### config.mk
export PLATFORM = sky130hd
export DESIGN_NAME = util_adc_diff_mc
export DESIGN_NICKNAME = d
export VERILOG_FILES = /design/src/rtl/util_adc_diff_mc.sv
export SDC_FILE = /design/constraint.sdc
export NUM_CORES = 1
export LEC_CHECK = 0
export ABC_AREA = 1
export ABC_CLOCK_PERIOD_IN_PS = 1900
export BUFFER_PORTS_ARGS = -buffer_cell sky130_fd_sc_hd__buf_2
export CAP_MARGIN = 40
export CORE_ASPECT_RATIO = 1.75
export CORE_MARGIN = 2
export CORE_UTILIZATION = 54
export CTS_CLUSTER_SIZE = 8
export DETAILED_ROUTE_END_ITERATION = 16
export GPL_TIMING_DRIVEN = 0
export PLACE_DENSITY = 0.77
export SKIP_CTS_REPAIR_TIMING = 1
export SLEW_MARGIN = 10
export SYNTH_ARGS = -nofsm -noshare
export SYNTH_HDL_FRONTEND = slang
export SYNTH_SLANG_ARGS = --single-unit
export TNS_END_PERCENT = 1
### constraint.sdc
create_clock -name clk -period 1.9 [get_ports clk]
set_clock_uncertainty 0.1 [all_clocks]
set_input_delay 0.38 -clock clk [delete_from_list [all_inputs] [get_ports clk]]
set_output_delay 0.38 -clock clk [all_outputs]
set_load 0.01 [all_outputs]
### src/rtl/util_adc_diff_mc.sv
// Multi-channel ADC crossing detector: per channel, the sample delta (or raw level)
// is compared against signed thresholds and a POS/NEG/IDLE state is held until timeout.
module util_adc_diff_mc #(
  parameter int CHANNELS     = 2,
  parameter int WORD_WIDTH   = 1,
  parameter int BYTE_WIDTH   = 1,
  parameter int UP_THRESH    = 64,
  parameter int LOW_THRESH   = -64,
  parameter int NO_DIFF_WAIT = 50,
  parameter int DIFF_MODE    = 0
) (
  input  logic                                          clk,
  input  logic                                          rstn,
  input  logic [CHANNELS*WORD_WIDTH*BYTE_WIDTH*8-1:0]   rd_data,
  input  logic                                          rd_valid,
  input  logic                                          rd_enable,
  output logic [CHANNELS*2-1:0]                         diff_out,
  output logic                                          diff_valid
);

  localparam int W  = WORD_WIDTH * BYTE_WIDTH * 8;
  localparam int CW = (NO_DIFF_WAIT > 0) ? $clog2(NO_DIFF_WAIT + 1) : 1;

  // Thresholds live in the same W+1 bit domain as the metric so a full-scale delta never wraps.
  localparam logic signed [W:0]  UP_M   = signed'((W + 1)'(UP_THRESH));
  localparam logic signed [W:0]  LOW_M  = signed'((W + 1)'(LOW_THRESH));
  localparam logic [CW-1:0]      WAIT_C = CW'(NO_DIFF_WAIT);

  // Handshake: a sample is taken on any rising edge with rd_valid=1 and rd_enable=1;
  // there is no backpressure, and diff_valid pulses for exactly one cycle per taken sample.
  typedef enum logic [1:0] {
    ST_IDLE = 2'b00,
    ST_NEG  = 2'b01,
    ST_POS  = 2'b10
  } state_t;

  state_t          state_q  [CHANNELS];
  state_t          state_d  [CHANNELS];
  logic [W-1:0]    prev_q   [CHANNELS];
  logic [W-1:0]    prev_d   [CHANNELS];
  logic [CW-1:0]   cnt_q    [CHANNELS];
  logic [CW-1:0]   cnt_d    [CHANNELS];
  logic [CHANNELS-1:0] primed_q;
  logic [CHANNELS-1:0] primed_d;
  logic            diff_valid_q;
  logic            diff_valid_d;

  always_comb begin
    logic [W-1:0]     sample;
    logic signed [W:0] metric;
    logic [CW-1:0]    cnt_inc;
    diff_valid_d = rd_valid & rd_enable;
    primed_d     = primed_q;
    for (int k = 0; k < CHANNELS; k++) begin
      state_d[k] = state_q[k];
      prev_d[k]  = prev_q[k];
      cnt_d[k]   = cnt_q[k];
      sample     = rd_data[k*W +: W];
      metric     = '0;
      cnt_inc    = (cnt_q[k] == '1) ? cnt_q[k] : cnt_q[k] + 1'b1;
      if (!rd_enable) begin
        state_d[k]  = ST_IDLE;
        primed_d[k] = 1'b0;
        cnt_d[k]    = '0;
      end else if (rd_valid) begin
        prev_d[k]   = sample;
        primed_d[k] = 1'b1;
        if (DIFF_MODE != 0 || primed_q[k]) begin
          if (DIFF_MODE != 0) metric = $signed({sample[W-1], sample});
          else metric = $signed({sample[W-1], sample}) - $signed({prev_q[k][W-1], prev_q[k]});
          if (metric >= UP_M) begin
            state_d[k] = ST_POS;
            cnt_d[k]   = '0;
          end else if (metric <= LOW_M) begin
            state_d[k] = ST_NEG;
            cnt_d[k]   = '0;
          end else if (state_q[k] != ST_IDLE) begin
            if (NO_DIFF_WAIT != 0 && cnt_inc == WAIT_C) begin
              state_d[k] = ST_IDLE;
              cnt_d[k]   = '0;
            end else begin
              cnt_d[k]   = cnt_inc;
            end
          end else begin
            cnt_d[k] = '0;
          end
        end
      end
    end
  end

  always_ff @(posedge clk or negedge rstn) begin
    if (!rstn) begin
      for (int k = 0; k < CHANNELS; k++) begin
        state_q[k] <= ST_IDLE;
        prev_q[k]  <= '0;
        cnt_q[k]   <= '0;
      end
      primed_q     <= '0;
      diff_valid_q <= 1'b0;
    end else begin
      for (int k = 0; k < CHANNELS; k++) begin
        state_q[k] <= state_d[k];
        prev_q[k]  <= prev_d[k];
        cnt_q[k]   <= cnt_d[k];
      end
      primed_q     <= primed_d;
      diff_valid_q <= diff_valid_d;
    end
  end

  // The per-channel state registers are the output; no extra output stage.
  always_comb begin
    diff_out = '0;
    for (int k = 0; k < CHANNELS; k++) diff_out[k*2 +: 2] = state_q[k];
  end

  assign diff_valid = diff_valid_q;

endmodule

# Word-level counts from Yosys, hierarchy flattened
# Cells that the tools add are included.
# op_classes
addsub	4
muxes	38
bitwise_logic	1
order_cmp	4
eq_ne	11
reduce_logical	7
# op_table
operator	n
6-bit 2-to-1 mux	16
9-bit 2-to-1 mux	6
2-bit 2-to-1 mux	14
6-bit == test, second input constant	4
9-bit by 8-bit greater-or-equal comparator with 1-bit output, second input constant	2
9-bit by 7-bit <= comparator with 1-bit output, second input constant	2
8-bit by 8-bit subtractor with 9-bit output	2
4-bit by 1-bit inequality test with 1-bit output, second input constant	4
6-bit by 1-bit adder with 6-bit output, second input constant	2
4-bit AND reduction	2
2-bit AND reduction	3
2-bit by 1-bit inequality test with 1-bit output, second input constant	2
2-bit nonzero test	2
1-bit 2-to-1 mux	2
2-bit inequality test, second input constant	1
1-bit bitwise AND	1
# totals
reg_bits	34
word_cells	73
input_bits	20
out_inout_bits	5

# Depth between registers and ports, before layout
# depth
word_depth	10
depth_mapped	17
ltp_nobuf	17

# Worst setup path after synthesis
# No wires, ideal clock.
# synth_timing
path_type	in2reg
from	input rd_data[8]
to	register cnt_q[0] (netlist bit)
stages	15
setup_slack_ns	-0.152
arrival_ns	1.886
path_cell_list	inv_1 ha_1 inv_1 fa_1 nand2_1 nand2_2 nand2_2 nand2_1 nand2_1 nand2_2 a21oi_2 nand2_2 nor2_2 nand2_1 nand2_1
# synth_via
elab_chain_cells	10
word_cells_on_any_way	11
cone_classes	add/sub (1); order compare (2); mux (8)
# synth_lines
item	line_no	text
from (decl)	14	input logic [CHANNELS*WORD_WIDTH*BYTE_WIDTH*8-1:0] rd_data,
8-bit by 8-bit subtractor with 9-bit output (*)	70	else metric = $signed({sample[W-1], sample}) - $signed({prev_q[k][W-1], prev_q[k]});
9-bit 2-to-1 mux (*)	68	if (DIFF_MODE != 0 || primed_q[k]) begin
9-bit 2-to-1 mux (*)	65	end else if (rd_valid) begin
9-bit 2-to-1 mux (*)	61	if (!rd_enable) begin
9-bit by 7-bit <= comparator with 1-bit output	74	end else if (metric <= LOW_M) begin
6-bit 2-to-1 mux	74	
6-bit 2-to-1 mux (*)	71	if (metric >= UP_M) begin
6-bit 2-to-1 mux (*)	68	
6-bit 2-to-1 mux (*)	65	
6-bit 2-to-1 mux (*)	61	
to (signal, indexed assignment)	105	cnt_q[k] <= cnt_d[k];
to (decl)	41	logic [CW-1:0] cnt_q [CHANNELS];
# Every way passes the cells marked *; elsewhere a longest branch is shown, timed or not. The select of a mux whose other input is x is not followed.
# A chain may end at the register's enable or synchronous reset.

# Final worst setup path
# layout_timing
from	register prev_q[8] (netlist bit)
to	register cnt_q[11] (netlist bit)
# layout_via
elab_chain_cells	10
word_cells_on_any_way	11
cone_classes	add/sub (1); order compare (2); mux (8)
# layout_lines
item	line_no	text
from (decl)	39	logic [W-1:0] prev_q [CHANNELS];
from (signal, indexed assignment)	104	prev_q[k] <= prev_d[k];
8-bit by 8-bit subtractor with 9-bit output (*)	70	
9-bit 2-to-1 mux (*)	68	
9-bit 2-to-1 mux (*)	65	
9-bit 2-to-1 mux (*)	61	
9-bit by 7-bit <= comparator with 1-bit output	74	
6-bit 2-to-1 mux	74	
6-bit 2-to-1 mux (*)	71	
6-bit 2-to-1 mux (*)	68	
6-bit 2-to-1 mux (*)	65	
6-bit 2-to-1 mux (*)	61	
# Marked as above.

==> results by group <==
Synth
  – Synth Area in Simple Gates: 0.377
  – Synth Area in Compound Gates: 0.0966
  – Synth top area share: 0.303
  – Mux contribution to synthesized area: 0
  – Seq/Total Area, Yosys: 0.303
  – Fraction of synthesized cell area in xor and xnor cells: 0.0156
  – Syn_nets: 455
  – Main combinational cell family by area after synthesis: simple AND/OR/NAND/NOR gates
  – Post-synthesis instance area: 0.00281 mm^2
  – YS warnings: 0
  – Fraction of registers with async set/reset: 1.00
  – Yosys reg bits: 34
  – Synth area leaders: dfrtp_1 (30%), nand2_1 (17%), ha_1 (8.9%)
  – Number of distinct library cells after synthesis: 33
  – Prevailing post-synth register cell: dfrtp_1
  – Post-synth EDFFs: 0
  – Syn_area_per_cell: 6.80 um^2
  – Post-Synth Adder-Cell Area: 0.103
  – Synth Instances: 413
  – Cell taking the most area after synthesis: dfrtp_1

Timing
  – Slew HR: 0.473
  – Worst slew pin tran: 0.790 ns
  – Final number of setup-violating endpoints: 16
  – Slew Viols, Final: 0
  – Crit share post-route: 1.14
  – RSZ-0062 raised after global routing: true
  – Tmin final: 2.17 ns
  – WHS: 0.0712 ns
  – F_max: 460 MHz
  – Final Hold Fails: 0
  – Final worst setup slack: -0.272 ns

Floorplanning
  – Rows: 34
  – Total Die Area: 0.00582 mm^2
  – Core area: 0.00498 mm^2
  – Die width: 58.5 um
  – IO Count: 25
  – Die height: 99.4 um
  – Initial Util: 0.565

Detailed routing
  – Antenna viol nets, final: 0
  – Avg Vias per Cell: 5.13
  – Pre-antenna DRT Iters: 4
  – Initial drt markers: 90
  – DRT Wirelength: 5770 um
  – Post-DR wirelength/cell: 11.5 um
  – # DRC: 0
  – Via count: 2571

GRT
  – GR Overflow Total: 0
  – Vias in the first global route: 2627
  – Initial antenna violation count: 0
  – Global-route wire length before repair: 10500 um
  – Pin count of the biggest net entering global routing: 35
  – GRT Total Usage: 0.222

Clocking
  – Clock Tree Buf Depth: 2
  – Clock-pin slew on the worst setup and hold paths: 0.07 ns
  – Num CTS Buffers: 5
  – Clk_lat worst skew: 0.29 ns
  – Clk root buf: clkbuf_8
  – CTS tree: built
  – CTS sink count: 34
  – H-tree Lvls: 2

Setup path
  – Worst r2r path cells: 14
  – Crit path kind: reg2reg
  – Crit end category: flip-flop
  – CP Launch Type: flip-flop
  – CP max FO: 7
  – CP max stage delay: 0.43 ns
  – Crit-path cells: ha_4 > inv_4 > fa_2 > inv_2 > nand2_1 > nor2_1 > nand3_1 > nor2_1 > nand2_1 > nand2_2 > nand2_4 > buf_4 > nand4_1 > o21ai_1
  – Crit path max-delay cell type: fa_2
  – Top Family by Delay on Critical Path: simple AND/OR/NAND/NOR gates
  – CP arrival: 2.24 ns
  – CP Buf/Inv Count: 3
  – Path length in cells of the critical path: 14
  – Worst Path Required: 1.97 ns

Layout
  – Antenna Cells: 0
  – Layout area overhead: 13.7%
  – Nets: 488
  – Cell Count, Final, Fillers Out: 501
  – Share of cells above drive strength 1: 0.226
  – Layout Utilization: 0.642
  – Fill count: 477

Status
  – Violated checks: setup timing
  – Status: finished, violations left

Power and ir drop
  – Worst vdd ir: 0.780 mV
  – Leakage: 1.69 nW
  – Ratio of total power to cell area: 791 mW/mm^2

Run
  – Max Cap Violations: 0

Placed design
  – Placed cell count: 491
  – Dpl hpwl: 4460 um
  – GP Congestion: 0.830
  – Port Buffers: 24

Hold path
  – Worst hold path class: in2async
final timing paths:
kind                             startpoint     endpoint  slack, ns
worst max-delay path              prev_q[8]    cnt_q[11]      -0.27
worst max register to register    prev_q[8]    cnt_q[11]      -0.27
max in group asynchronous              rstn    prev_q[9]       1.13
worst min register to register  primed_q[0]  primed_q[0]       0.38
min in group clk                 rd_data[3]   prev_q[11]       0.22
worst min-delay path                   rstn     cnt_q[4]       0.07
state kept, by name, summed over array words and instances (netlist names):
register	cells
primed_q	1
diff_valid	1
prev_q	16
diff_out	4
cnt_q	12
Yosys cell counts (3+ instances only):
library cell	instances
o21ai_1	4
ha_1	20
inv_1	63
nand3_2	5
nand2_1	127
clkbuf_1	3
dfrtp_1	34
nand4_1	9
a21oi_2	6
xnor2_1	3
nor2_2	5
o21ai_0	24
inv_2	6
nand3_1	26
nor2_1	33
nand2_2	19
a21oi_1	5
power breakdown:
part / internal, mW / switching, mW
Clock: 0.393 / 0.272
Sequential: 0.799 / 0.0482
Combinational: 0.382 / 0.633
Total: 1.57 / 0.953
metal layers:
layer,part of all wire,vias up,GRT usage
met4,0.0036,0,0.0555
li1,-,1351,-
met5,0,-,0
met2,0.54,44,0.410
met1,0.42,1174,0.254
met3,0.037,2,0.0429
cell type report:
class | count | area [um^2] | area share
Clock inverter | 1 | 30.0 | 0.00940
Clock buffer | 7 | 76.3 | 0.0239
Inverter | 71 | 275 | 0.0861
Tap cell | 54 | 67.6 | 0.0211
Timing Repair Buffer | 26 | 135 | 0.0423
Buffer | 5 | 27.5 | 0.00861
Multi-Input combinational cell | 303 | 1730 | 0.542
Sequential cell | 34 | 851 | 0.266
logic make-up after synthesis:
| family | after synthesis |
|---|---|
| AND/OR/NAND/NOR | 232 |
| AO/OA/AOI/OAI | 44 |
| XOR/XNOR | 5 |
| buffers and inverters | 76 |
| flip-flops | 34 |
| adder cells (fa/ha/maj) | 22 |
per-stage QoR:
step / TNS [ns] / setup WS [ns] / power (mW) / area, um^2
after global placement: -4.78 / -0.367 / 1.81 / 3040
after CTS: -2.56 / -0.260 / 2.51 / 3140
after global routing: -4.93 / -0.400 / 2.74 / 3200
final: -2.51 / -0.272 / 2.53 / 3200
after detailed placement: -5.04 / -0.392 / 1.83 / 3040
after floorplan: -0.586 / -0.0710 / 1.62 / 2850
cells in the final DEF (no fill, tap or decap), types with 9 or more instances in the layout:
cell | netlist | final
ha_1 | 20 | 16
nand2_1 | 127 | 124
inv_1 | 63 | 58
o21ai_0 | 24 | 23
nand4_1 | 9 | 9
inv_2 | 6 | 9
buf_2 | 1 | 25
nand2_2 | 19 | 20
nand3_1 | 26 | 25
nor2_1 | 33 | 31
dfrtp_1 | 34 | 34
(Power assumes the default switching activity.)
